File: config.mk
export PLATFORM = sky130hd
export DESIGN_NAME = cacheline_burst_adapter
export DESIGN_NICKNAME = d
export VERILOG_FILES = /design/src/rtl/cacheline_burst_adapter.sv
export SDC_FILE = /design/constraint.sdc
export NUM_CORES = 1
export LEC_CHECK = 0
export BUFFER_PORTS_ARGS = -buffer_cell sky130_fd_sc_hd__buf_2
export CORE_AREA = 2 2 277 279
export DETAILED_ROUTE_END_ITERATION = 16
export DIE_AREA = 0 0 279 281
export MAX_ROUTING_LAYER = met4
export SLEW_MARGIN = 10
export SYNTH_ARGS = -nofsm -noshare
export SYNTH_HDL_FRONTEND = slang
export SYNTH_SLANG_ARGS = --single-unit
File: constraint.sdc
create_clock -name clk -period 3.26 [get_ports clk]
set_input_delay 0.163 -clock clk [delete_from_list [all_inputs] [get_ports clk]]
set_output_delay 0.163 -clock clk [all_outputs]
set_load 0.01 [all_outputs]
File: src/rtl/cacheline_burst_adapter.sv
// cacheline_burst_adapter: bridges a 256-bit single-line cache memory port to a 64-bit, 4-beat burst memory.
// One transaction at a time; read lines are kept in a separate register so write-backs never disturb them.
module cacheline_burst_adapter #(
   parameter  int LINE_WIDTH  = 256,
   parameter  int BURST_WIDTH = 64,
   localparam int BEATS       = LINE_WIDTH / BURST_WIDTH
) (
   input  logic                   clk,
   input  logic                   rst,
   input  logic [31:0]            pmem_address,
   input  logic                   pmem_read,
   input  logic                   pmem_write,
   input  logic [LINE_WIDTH-1:0]  pmem_wdata,
   output logic [LINE_WIDTH-1:0]  pmem_rdata,
   output logic                   pmem_resp,
   output logic [31:0]            burst_address,
   output logic                   burst_read,
   output logic                   burst_write,
   output logic [BURST_WIDTH-1:0] burst_wdata,
   input  logic [BURST_WIDTH-1:0] burst_rdata,
   input  logic                   burst_resp
);
   localparam int CW = $clog2(BEATS);
   typedef enum logic [1:0] {IDLE, READ, WRITE, DONE} state_t;
   state_t                             r_state, w_next;
   logic [CW-1:0]                      r_cnt;
   logic [BEATS-1:0][BURST_WIDTH-1:0]  r_line, w_line;
   logic [LINE_WIDTH-1:0]              r_rdata;
   logic [31:0]                        r_addr;
   logic                               w_last, w_beat, w_accept;
   assign w_last   = r_cnt == CW'(BEATS - 1);
   assign w_beat   = burst_resp && (r_state == READ || r_state == WRITE);
   assign w_accept = r_state == IDLE && (pmem_read || pmem_write);
   always_comb begin
      w_next = r_state;
      unique case (r_state)
         IDLE:        w_next = pmem_write ? WRITE : pmem_read ? READ : IDLE;
         READ, WRITE: w_next = (burst_resp && w_last) ? DONE : r_state;
         DONE:        w_next = IDLE;
         default:     w_next = IDLE;
      endcase
   end
   always_comb begin
      w_line        = r_line;
      w_line[r_cnt] = burst_rdata;
   end
   always_ff @(posedge clk) begin
      if (!rst) r_state <= IDLE;
      else      r_state <= w_next;
   end
   always_ff @(posedge clk) begin
      if (!rst) begin
         r_cnt   <= '0;
         r_line  <= '0;
         r_rdata <= '0;
         r_addr  <= '0;
      end else if (w_accept) begin
         r_cnt  <= '0;
         r_addr <= pmem_address & ~32'h1F;
         if (pmem_write) r_line <= pmem_wdata;
      end else if (w_beat) begin
         r_cnt <= r_cnt + 1'b1;
         if (r_state == READ) begin
            r_line <= w_line;
            // publish the finished line together with its last beat
            if (w_last) r_rdata <= w_line;
         end
      end
   end
   assign pmem_resp     = r_state == DONE;
   assign pmem_rdata    = r_rdata;
   assign burst_address = r_addr;
   assign burst_read    = r_state == READ;
   assign burst_write   = r_state == WRITE;
   assign burst_wdata   = burst_write ? r_line[r_cnt] : '0;
endmodule

; Word-level counts from Yosys, hierarchy flattened
; Cells that the tools add are included.
[word_totals]
mem_bits_rw = 0
word_cells = 46
reg_bits = 543
input_bits = 357
romBits = 0
latchBits = 0
out_inout_bits = 355
mem_count = 0
[classes]
n_lt_le_gt_ge = 2
n_mul = 0
n_reduce_logical = 13
eq_ne = 6
bitwise_logic = 2
n_mux = 14
shifts = 0
n_div = 0
add_sub_neg = 1
[ops]
columns = operator, count
row1 = 256-bit two-way mux, 4
row2 = 256-bit bitwise mux, 1
row3 = 64-bit two-way mux, 3
row4 = 64-bit binary-select mux with 2-bit select, 1
row5 = 64-bit demux with 2-bit select, 1
row6 = "2-bit equality test, second input constant", 3
row7 = 2-bit one-hot mux with 3 select lines, 1
row8 = 1-bit logical AND, 4
row9 = 2-bit two-way mux, 2
row10 = "2-bit != test, second input constant", 2
row11 = 4-bit AND reduction, 1
row12 = 2-bit nonzero test, 2
row13 = 2-bit OR reduction, 2
row14 = "2-bit by 3-bit less-than comparator with 1-bit output, second input constant", 1
row15 = 3-bit AND reduction, 1
row16 = "2-bit by 1-bit adder with 2-bit output, second input constant", 1
row17 = "2-bit by 1-bit equality test with 1-bit output, second input constant", 1
row18 = "2-bit by 1-bit greater-or-equal comparator with 1-bit output, second input constant", 1
row19 = 2-bit zero test, 1
row20 = 1-bit logical OR, 2
row21 = 1-bit NOT, 2
row22 = 1-bit two-way mux, 1

; Depth between registers and ports, before layout
[depth]
depth_word = 8
ltp_mapped = 10
depth_no_buf = 5

; Least setup slack after synthesis
; No wires, ideal clock.
[synth_path]
path_type = flip-flop to flip-flop
startpoint = register r_cnt[0]
endpoint = register r_line[131] (netlist bit)
synth_period_minus_slack_ns = 2.257
setup_ns = 0.124
setup_slack_ns = 1.003
path_buffers = 5
arrival_ns = 2.134
required_ns = 3.136
path_stages_with_launch = 11
path_cell_list = dfxtp_1 buf_2 buf_4 buf_4 inv_1 ha_1 buf_2 buf_2 mux2_2 o221ai_1 mux2i_1
[synth_between]
elab_chain_cells = 8
elab_cells_between_ends = 9
cone_classes = order compare (2) / mux (6) / reduce/logical (1)
[synth_rtl]
columns = item, line_no
row1 = start: declaration, 26  ; logic [CW-1:0] r_cnt;
row2 = start signal: assignment, 62  ; r_cnt <= r_cnt + 1'b1;
row3 = 2-bit by 3-bit less-than comparator with 1-bit output (not written as such) or 2-bit by 1-bit greater-or-equal comparator with 1-bit output (tied branches), 45  ; w_line[r_cnt] = burst_rdata;
row4 = 1-bit logical AND (not written as such), 45
row5 = 64-bit two-way mux (not written as such), 45
row6 = 64-bit demux with 2-bit select (*), 45
row7 = 256-bit bitwise mux (*), 45
row8 = 256-bit two-way mux (*), 63  ; if (r_state == READ) begin
row9 = 256-bit two-way mux (*), 61  ; end else if (w_beat) begin
row10 = 256-bit two-way mux (*), 57  ; end else if (w_accept) begin
row11 = end signal: assignment, 60  ; if (pmem_write) r_line <= pmem_wdata;
row12 = end signal: assignment, 64  ; r_line <= w_line;
row13 = end: declaration, 27  ; logic [BEATS-1:0][BURST_WIDTH-1:0] r_line, w_line;
; Every way passes the cells marked *; elsewhere a longest branch is shown, timed or not. The select of a mux whose other input is x is not followed.
; A chain may end at the register's enable or synchronous reset.

; Worst setup path after layout
[layout_path]
startpoint = register r_cnt[1]
endpoint = output burst_wdata[33]
[layout_between]
elab_chain_cells = 3
[layout_rtl]
columns = item, line_no
row1 = 64-bit binary-select mux with 2-bit select, 75  ; assign burst_wdata = burst_write ? r_line[r_cnt] : '0;
row2 = 64-bit two-way mux (not written as such), 75
row3 = 64-bit two-way mux, 75
row4 = end: declaration, 19  ; output logic [BURST_WIDTH-1:0] burst_wdata,
; No other way between the ends. The select of a mux whose other input is x is not followed.

==> summary.md <==
• **total core area** 75400 um^2
• **Die Footprint** 78400 um^2
• **CP cell instances** buf_4, mux4_2, and2_1, buf_2
• **Worst EP arrival** 2.72 ns
• **routed length per placed instance** 21.6 um
• **most frequent standard cell in the layout excluding fill and tap cells** sky130_fd_sc_hd__nand2_1
• **relative contribution of sequential cells to total power** 0.360
• **number of DRC violations after detailed-routing iteration 0** 1786
• **final setup violating endpoints** 0
• **Crit Path Class** reg -> out
• **HP Start** pmem_wdata[140]
• **post-detailed-routing wire length** 105 mm
• **detail-routed via count per cell** 5.38
• **highest-delay cell along the critical path** sky130_fd_sc_hd__dfxtp_4
• **design internal power** 15.2 mW
• **count of boundary I/O pins** 712
• **Reg-to-Reg Start** r_cnt[1]
• **net switching power** 8.21 mW
• **remaining global-route overflow** 0
• **Final Critical Period** 2.88 ns
• **critical path data required time** 3.10 ns
• **DRC violations left** 0
• **Post-CTS Setup Inserts** 0
• **Die Span Y** 281 um
• **post-place setup slack** 0.790 ns
• **quantity of gates resized following cts** 0
• **unique cell type count in the Yosys netlist** 33
• **first element of the critical path** r_cnt[1]
• **final cell count without fillers** 4873
• **proportion of total power due to net switching** 0.351
• **number of cells produced by synthesis** 3016
• **number of antenna violations at the first check in global routing** 5
• **Max VDD drop** 0.715 mV
• **Worst Hold Class** in -> reg
• **highest attainable clock frequency** 347 MHz
• **worst r2r path cells** 6
• **area occupied by multi-input gates** 16000 um^2
• **all-layer global routing usage** 0.263
• **CTS root buf** sky130_fd_sc_hd__clkbuf_16
• **CTS H-Tree Depth** 2
• **number of nets in the final layout** 4214
• **ratio of final minimum period to clock period** 0.884
• **number of rows created at floorplan** 101
• **post-synthesis register bit count** 543
• **Cell Area, Synth** 28300 um^2
• **Critical Path End Type** primary output
• **Area growth, synth to finish** 32.0%
• **number of warnings printed during yosys synthesis** 0
• **Setup Skew** 0.0169 ns
• **slew at the pin with the worst max-slew slack** 1.13 ns
• **combinational power share** 0.360
• **antenna viol nets, final** 0
• **result of the run** completed
• **layout cell share with drive strength beyond 1** 0.299
• **global-route wire length before repair** 158 mm
• **RSZ-0062 raised after global routing** no
• **part of the Yosys area used for sequential elements** 0.383
• **post-route worst setup slack** 0.377 ns
• **reported leakage power** 15.5 nW
• **reg2reg end** pmem_rdata[112]
• **maximum fanout count along the critical path** 24
• **cell area after layout** 37400 um^2
• **Final Wtd Congestion** 0.866
• **Placement Cell Area** 32400 um^2
• **largest net degree at the start of global routing** 138
• **post-synthesis average cell area** 9.40 um^2
• **clock-pin slew of the registers on the worst-case setup and hold paths** 0.06 ns
• **width of the chip** 279 um
• **commonest non-fill, non-tap cells in the layout** 763 x sky130_fd_sc_hd__nand2_1, 700 x sky130_fd_sc_hd__buf_2, 541 x sky130_fd_sc_hd__dfxtp_1
• **number of failing hold endpoints at the final stage** 0
• **TritonCTS clock tree** built
• **vias in the first global route** 26002
• **crit path capture** burst_wdata[33]
• **number of max-slew violations in the final report** 0
• **total of buffers placed on input and output ports** 701
• **Placed Instances** 4448
• **vias post-DR** 26225
• **Slew Limit Headroom** 0.249
• **CTS sink cnt** 543
• **slowest cell delay on critical path** 0.69 ns
• **starting utilization of the core area** 0.376
• **Sequential Area** 10900 um^2
• **total negative setup slack** 0 ns
• **clock network fraction of design power** 0.280
• **startpoint type of the worst setup path** flop
• **deepest clock path buffer count** 3
• **pwr dens** 625 nW/um^2
• **number of optimization iterations in the first detailed-route pass** 5
• **Clk Latency, worst-skew pair** 0.61 ns
• **number of clock buffers inserted by TritonCTS** 60
• **# fillers** 7085
• **HPWL after detailed placement** 65.4 mm
• **final worst hold slack** 0.0276 ns
• **reg2reg setup slack** 0.71 ns
• **Max-cap violations** 0
## synth_stat cells
master / number / area [um^2]
sky130_fd_sc_hd__nor2_1: 4 / 15.0
sky130_fd_sc_hd__a2bb2oi_1: 1 / 8.76
sky130_fd_sc_hd__o221a_2: 4 / 45.0
sky130_fd_sc_hd__a21oi_1: 2 / 10.0
sky130_fd_sc_hd__nand2_1: 763 / 2860
sky130_fd_sc_hd__and4_1: 1 / 8.76
sky130_fd_sc_hd__nand4_1: 1 / 6.26
sky130_fd_sc_hd__mux2_1: 14 / 158
sky130_fd_sc_hd__o221ai_1: 194 / 1700
sky130_fd_sc_hd__buf_2: 106 / 531
sky130_fd_sc_hd__a21bo_2: 1 / 10.0
sky130_fd_sc_hd__mux4_2: 64 / 1440
sky130_fd_sc_hd__buf_4: 23 / 173
sky130_fd_sc_hd__a41oi_2: 1 / 16.3
sky130_fd_sc_hd__o21ai_0: 1 / 5.00
sky130_fd_sc_hd__mux2i_1: 193 / 1930
sky130_fd_sc_hd__o21ai_2: 1 / 8.76
sky130_fd_sc_hd__buf_6: 28 / 315
sky130_fd_sc_hd__inv_1: 4 / 15.0
sky130_fd_sc_hd__and2_1: 65 / 407
sky130_fd_sc_hd__ha_1: 8 / 100
sky130_fd_sc_hd__a21o_1: 1 / 7.51
sky130_fd_sc_hd__conb_1: 1 / 3.75
sky130_fd_sc_hd__dfxtp_1: 543 / 10900
sky130_fd_sc_hd__mux2_2: 242 / 2730
sky130_fd_sc_hd__a21boi_0: 283 / 2120
sky130_fd_sc_hd__o221a_1: 59 / 664
sky130_fd_sc_hd__nand2b_1: 256 / 1600
sky130_fd_sc_hd__buf_1: 13 / 48.8
sky130_fd_sc_hd__nand3_1: 2 / 10.0
sky130_fd_sc_hd__clkbuf_1: 135 / 507
sky130_fd_sc_hd__o21a_1: 1 / 7.51
sky130_fd_sc_hd__xnor2_1: 1 / 8.76
## through the flow
step	total power [mW]	util
6_report	23.4	0.496
5_1_grt	24.5	0.496
4_1_cts	23.5	0.496
3_5_place_dp	16.6	0.430
3_3_place_gp	16.5	0.430
2_1_floorplan	14.2	-
## routing by layer
layer | vias up | global-route usage | part of all wire
li1 | 12270 | - | -
met1 | 12791 | 0.333 | 0.44
met2 | 940 | 0.425 | 0.47
met3 | 224 | 0.0401 | 0.054
met4 | 0 | 0.101 | 0.038
met5 | - | - | 0
## worst max-delay path: cells and delay by family, from the launching register on
kind,cells,cell delay (ns)
DFF,1,0.69
muxes,1,0.57
and+or+nand+nor,1,0.21
buffers and inverters,2,0.62
## worst min path at each step
stage	end	slack, ns	cells after the start
4_1_cts	r_line[132]	0.0009	4
6_report	r_line[140]	0.03	4
3_5_place_dp	burst_address[11]	0.42	3
5_1_grt	r_line[165]	0.02	4
3_3_place_gp	burst_address[28]	0.41	3
2_1_floorplan	r_state[1]	0.28	2
## area by class of cell
type,count,share of cell area
multi-input combinational,2168,0.428
timing repair buffer,1072,0.199
tap,978,0.0327
inverter,4,0.000401
clock inverter,11,0.00224
clock buffer,88,0.0464
sequential,543,0.291
antenna,9,0.000602
## timing repair
action | in CTS | in global routing
hold buffers | 317 | 0
setup endpoints to repair | 0 | 0
hold endpoints to repair | 319 | 0
## cells by family (layout without fill, tap and decap cells)
| family | after synthesis | after routing | share of synthesized area |
|---|---|---|---|
| flip-flops | 543 | 543 | 0.383 |
| AO/OA/AOI/OAI | 549 | 549 | 0.163 |
| AND/OR/NAND/NOR | 1092 | 1092 | 0.173 |
| buffers and inverters | 309 | 1175 | 0.0561 |
| adder cells (fa/ha/maj) | 8 | 8 | 0.00353 |
| XOR/XNOR | 1 | 1 | 0.000309 |
| multiplexers | 513 | 513 | 0.221 |
| other | 1 | 14 | 0.000132 |
## state kept, by name (all words and copies together), names as in the netlist
signal,count
pmem_rdata,256
r_state,2
r_line,256
burst_address,27
r_cnt,2
## power by group through the flow
stage | registers [mW] | logic, mW | clock network, mW
after CTS | 8.38 | 8.43 | 6.68
final | 8.42 | 8.43 | 6.56
after global routing | 8.53 | 9.05 | 6.93
after global placement | 8.50 | 8.01 | 0
after floorplan | 8.31 | 5.94 | 0
after detailed placement | 8.52 | 8.09 | 0
Power figures use the tool's default switching activity.
